--- config.mk ---
export PLATFORM = sky130hd
export DESIGN_NAME = alu_result_disp
export DESIGN_NICKNAME = d
export VERILOG_FILES = /design/src/rtl/alu_result_disp.sv
export SDC_FILE = /design/constraint.sdc
export NUM_CORES = 1
export LEC_CHECK = 0
export BUFFER_PORTS_ARGS = -buffer_cell sky130_fd_sc_hd__buf_2
export CAP_MARGIN = 20
export CORE_ASPECT_RATIO = 2
export CORE_UTILIZATION = 60
export DETAILED_ROUTE_END_ITERATION = 6
export PLACE_DENSITY = 0.91
export SLEW_MARGIN = 20
export SYNTH_ARGS = -nofsm -noshare
export SYNTH_HDL_FRONTEND = slang
export SYNTH_SLANG_ARGS = --single-unit
--- constraint.sdc ---
create_clock -name clk -period 5.1 [get_ports clk]
set_input_delay 0.255 -clock clk [delete_from_list [all_inputs] [get_ports clk]]
set_output_delay 0.255 -clock clk [all_outputs]
set_load 0.005 [all_outputs]
--- src/rtl/alu_result_disp.sv ---
// Seven-segment readout for a 5-bit signed ALU result with a function-code digit.
// A capture handshake holds each result on screen for a minimum time before accepting the next.
module alu_result_disp #(
    parameter int unsigned SCAN_DIV    = 1000,
    parameter int unsigned HOLD_CYCLES = 50000000
) (
    input  logic       clk,
    input  logic       rst_n,
    input  logic       res_valid,
    input  logic [4:0] res_data,
    input  logic [2:0] res_func,
    output logic       res_ready,
    output logic [7:0] seg_o,
    output logic [3:0] an_o,
    output logic       neg_led
);

    // state | meaning
    // IDLE  | nothing captured yet, shows "----", ready for a result
    // HOLD  | result captured and shown, minimum display time running, not ready
    // SHOWN | result still shown, ready to replace it
    typedef enum logic [1:0] {IDLE, HOLD, SHOWN} state_t;

    localparam logic [15:0] SCAN_LAST = 16'(SCAN_DIV - 1);
    localparam logic [31:0] HOLD_LAST = 32'(HOLD_CYCLES - 1);

    localparam logic [7:0] SEG_DASH  = 8'hBF;
    localparam logic [7:0] SEG_BLANK = 8'hFF;

    state_t      state_q, state_d;
    logic        ready_q, ready_d;
    logic [31:0] hold_cnt_q, hold_cnt_d;
    logic [4:0]  data_q, data_d;
    logic [2:0]  func_q, func_d;
    logic [15:0] scan_cnt_q, scan_cnt_d;
    logic [1:0]  dig_q, dig_d;
    logic [3:0]  an_q, an_d;
    logic [7:0]  seg_q, seg_d;

    logic        capture;
    logic        scan_wrap;
    logic        neg;
    logic [4:0]  mag;
    logic        tens;
    logic [4:0]  units_w;
    logic [3:0]  units;

    function automatic logic [7:0] seg_code(input logic [3:0] v);
        logic [7:0] code;
        case (v)
            4'd0:    code = 8'hC0;
            4'd1:    code = 8'hF9;
            4'd2:    code = 8'hA4;
            4'd3:    code = 8'hB0;
            4'd4:    code = 8'h99;
            4'd5:    code = 8'h92;
            4'd6:    code = 8'h82;
            4'd7:    code = 8'hF8;
            4'd8:    code = 8'h80;
            4'd9:    code = 8'h90;
            default: code = SEG_BLANK;
        endcase
        return code;
    endfunction

    assign capture = res_valid && ready_q;

    always_comb begin
        state_d    = state_q;
        hold_cnt_d = hold_cnt_q;
        data_d     = data_q;
        func_d     = func_q;
        case (state_q)
            IDLE, SHOWN: begin
                if (capture) begin
                    state_d    = HOLD;
                    hold_cnt_d = '0;
                    data_d     = res_data;
                    func_d     = res_func;
                end
            end
            HOLD: begin
                if (hold_cnt_q == HOLD_LAST) begin
                    state_d = SHOWN;
                end else begin
                    hold_cnt_d = hold_cnt_q + 32'd1;
                end
            end
            default: state_d = IDLE;
        endcase
        ready_d = (state_d != HOLD);
    end

    // Magnitude is 5 bits wide so that -16 converts to 16 without wrapping.
    always_comb begin
        neg     = data_q[4];
        mag     = neg ? (5'd0 - data_q) : data_q;
        tens    = (mag >= 5'd10);
        units_w = tens ? (mag - 5'd10) : mag;
        units   = units_w[3:0];
    end

    always_comb begin
        scan_wrap  = (scan_cnt_q == SCAN_LAST);
        scan_cnt_d = scan_wrap ? 16'd0 : (scan_cnt_q + 16'd1);
        dig_d      = scan_wrap ? (dig_q + 2'd1) : dig_q;
        an_d       = ~(4'b0001 << dig_d);
        if (state_q == IDLE) begin
            seg_d = SEG_DASH;
        end else begin
            case (dig_d)
                2'd0:    seg_d = seg_code(units);
                2'd1:    seg_d = tens ? seg_code(4'd1) : SEG_BLANK;
                2'd2:    seg_d = neg ? SEG_DASH : SEG_BLANK;
                default: seg_d = seg_code({1'b0, func_q});
            endcase
        end
    end

    always_ff @(posedge clk or negedge rst_n) begin
        if (!rst_n) begin
            state_q    <= IDLE;
            ready_q    <= 1'b0;
            hold_cnt_q <= '0;
            data_q     <= '0;
            func_q     <= '0;
            scan_cnt_q <= '0;
            dig_q      <= '0;
            an_q       <= 4'b1110;
            seg_q      <= SEG_BLANK;
        end else begin
            state_q    <= state_d;
            ready_q    <= ready_d;
            hold_cnt_q <= hold_cnt_d;
            data_q     <= data_d;
            func_q     <= func_d;
            scan_cnt_q <= scan_cnt_d;
            dig_q      <= dig_d;
            an_q       <= an_d;
            seg_q      <= seg_d;
        end
    end

    assign res_ready = ready_q;
    assign seg_o     = seg_q;
    assign an_o      = an_q;
    assign neg_led   = (state_q != IDLE) && data_q[4];

endmodule
==> summary.md <==
| Metric | Value |
|---|---|
| Outcome | finished, final reports clean |
| Final ANT Viol Nets | 0 |
| Yosys Warn Count | 0 |
| Post-synth cell types | 62 |
| Placed cells | 518 |
| Actual slew at the worst max-slew pin | 0.889 ns |
| Slew HR | 40.8% |
| Vias in the first global route | 3281 |
| Pins Over Slew Limit | 0 |
| Finished Core Util | 68.2% |
| Pre-CTS setup slack | 1.61 ns |
| I/O Buffers | 23 |
| Post-CTS sizing | 0 |
| Clock root buffer | clkbuf_16 |
| PnR worst setup slack | 1.54 ns |
| Yosys top cell area share | 37.8% |
| H-tree Lvls | 3 |
| Hold slack | 0.105 ns |
| Clock Tree Buf Depth | 2 |
| GPL Wtd Cong | 0.950 |
| Power Density | 256 mW/mm² |
| Synthesized area per cell | 9.73 µm² |
| Share of cells above drive strength 1 | 17.0% |
| Initial antenna violation count | 0 |
| Cell Area, Placed | 0.00426 mm² |
| Post-synthesis sequential area ratio | 44.2% |
| Starting DRT DRC Count | 203 |
| Rows | 42 |
| Ys async rst share | 100% |
| Core outline area | 0.00662 mm² |
| Cells after Synth | 422 |
| Clock buffer count from CTS | 9 |
| Count leader, synth | dfrtp_1 |
| Worst skew pair latency | 0.35 ns |
| Cell taking the most area after synthesis | dfrtp_1 |
| Final TNS setup | 0 ns |
| Endpoints failing setup | 0 |
| Number of antenna diodes | 0 |
| Syn-to-layout area delta | 9.99% |
| Largest net degree at the start of global routing | 73 |
| Worst Path Required | 5.34 ns |
| Routed wire per std cell | 16.6 µm |
| Ranking of synthesized cells by area | dfrtp_1 38%, xnor2_1 6.8%, dfstp_2 6.4%, ha_1 5.5%, nand2_1 4.7% |
| DR vias/cell | 5.99 |
| Chip width | 60.5 µm |
| Number of synthesized flops with an enable pin | 0 |
| Ys flop type | dfrtp_1 |
| Total GRT Usage | 28.4% |
| Die Ht | 119 µm |
| Clk sink count | 72 |
| Highest clock rate | 281 MHz |
| Post-DP HPWL | 6.18 mm |
| Die area | 0.00720 mm² |
| Arr. time, crit path | 3.80 ns |
| Power consumption | 1.16 mW |
| Syn_nets | 451 |
| Fin. Hold Viols | 0 |
| Crit-path max FO | 10 |
| RSZ-0062 raised after global routing | no |
| Synthesized cell area | 0.00411 mm² |
| Maximum vdd drop | 198 µV |
| Final Cell Area | 0.00452 mm² |
| WS Path Type | reg2reg |
| Max Cap Viol | 0 |
| Total grt overflow | 0 |
| Leak | 1.88 nW |
| Synth top cells by count | 62 x dfrtp_1, 51 x nand2_1, 51 x nor2_1, 32 x xnor2_1, 18 x ha_1 |
| Routed vias | 3196 |
| Post-CTS Setup Inserts | 0 |
| DRT Pass-1 Iters | 4 |
| Post-layout minimum cycle time | 3.56 ns |
| Initial Util | 62.0% |
| Drt drc | 0 |
| Fin nets | 470 |
| TritonCTS clock tree | yes |
| Final Cycle Share | 69.8% |
| Yosys reg bits | 72 |
| First-pass GRT wire length | 15.2 mm |
| Critical Path End Type | flop |
| Hold Crit Class | in2reg |
| Clk_skew | 0.00651 ns |
| Clock-pin slew on the worst setup and hold paths | 0.06 ns |
| Post-route insts no fill | 534 |
| CP Launch Type | flop |
| Ports | 25 |
| Total Routed Length | 8.87 mm |
| Hold_buf cts | 0 |
sequential cells by signal, summed over array words and instances, names as in the netlist:
signal,cells
hold_cnt_q,32
scan_cnt_q,16
seg_o,7
data_q,5
an_o,4
func_q,3
dig_q,2
state_q,2
res_ready,1
final cells by class:
class | instances | area, µm²
timing repair buffer | 26 | 138
tap | 88 | 110
sequential | 72 | 1810
clock buffer | 15 | 258
multi-input combinational | 315 | 2130
fill | 505 | 2100
inverter | 17 | 63.8
clock inverter | 1 | 5.00
path summary, 6_finish.rpt:
check / from / end / slack [ns] / cells after the start
min in group asynchronous: rst_n / scan_cnt_q[15] / 0.12 / 2
max reg2reg: scan_cnt_q[3] / seg_o[5] / 1.54 / 8
min reg2reg: scan_cnt_q[0] / scan_cnt_q[0] / 0.47 / 1
min: res_data[2] / data_q[2] / 0.10 / 3
max: scan_cnt_q[3] / seg_o[5] / 1.54 / 8
max in group asynchronous: rst_n / data_q[0] / 4.40 / 2
worst max-delay path, stage by stage (launching register included):
cell	delay [ns]
dfrtp_1	0.41
or4_1	0.59
nor4_4	0.58
nand2_1	0.14
xnor2_1	0.37
ha_1	0.34
or3_1	0.48
a2111oi_2	0.43
a211oi_1	0.12
power breakdown:
part           internal (mW)  total [mW]  switching [mW]
Combinational        0.00318      0.0148          0.0116
Clock                  0.342       0.570           0.228
Sequential             0.572       0.572               0
logic make-up after synthesis:
group | Yosys count | synth area share, %
AOI/OAI and AO/OA | 75 | 14.6
buffers and inverters | 35 | 4.05
muxes | 3 | 0.761
other | 1 | 0.0913
and+or+nand+nor | 174 | 21.0
DFF | 72 | 44.2
xor gates and xnor gates | 44 | 9.90
adders and majority gates | 18 | 5.48
layout by cell type, fill, tap and decap left out, drive strengths merged, types with 3 or more instances in the layout:
cell,count
a2111oi,6
a211oi,13
a21oi,16
a22oi,3
a31oi,4
and3,6
buf,26
clkbuf,15
dfrtp,62
dfstp,10
ha,18
inv,17
nand2,51
nand2b,3
nand3,10
nand4,13
nor2,51
nor2b,5
nor3,7
nor4,4
o211ai,3
o21ai,18
or3,9
or4,4
xnor2,32
xor2,11
layer usage:
metal	track usage, %	up-vias	share of wire, %
li1	-	1504	-
met4	20.9	0	4.6
met2	46.5	99	55
met3	7.38	41	3.6
met5	0	-	0
met1	29.7	1552	37
(Power assumes the default switching activity.)
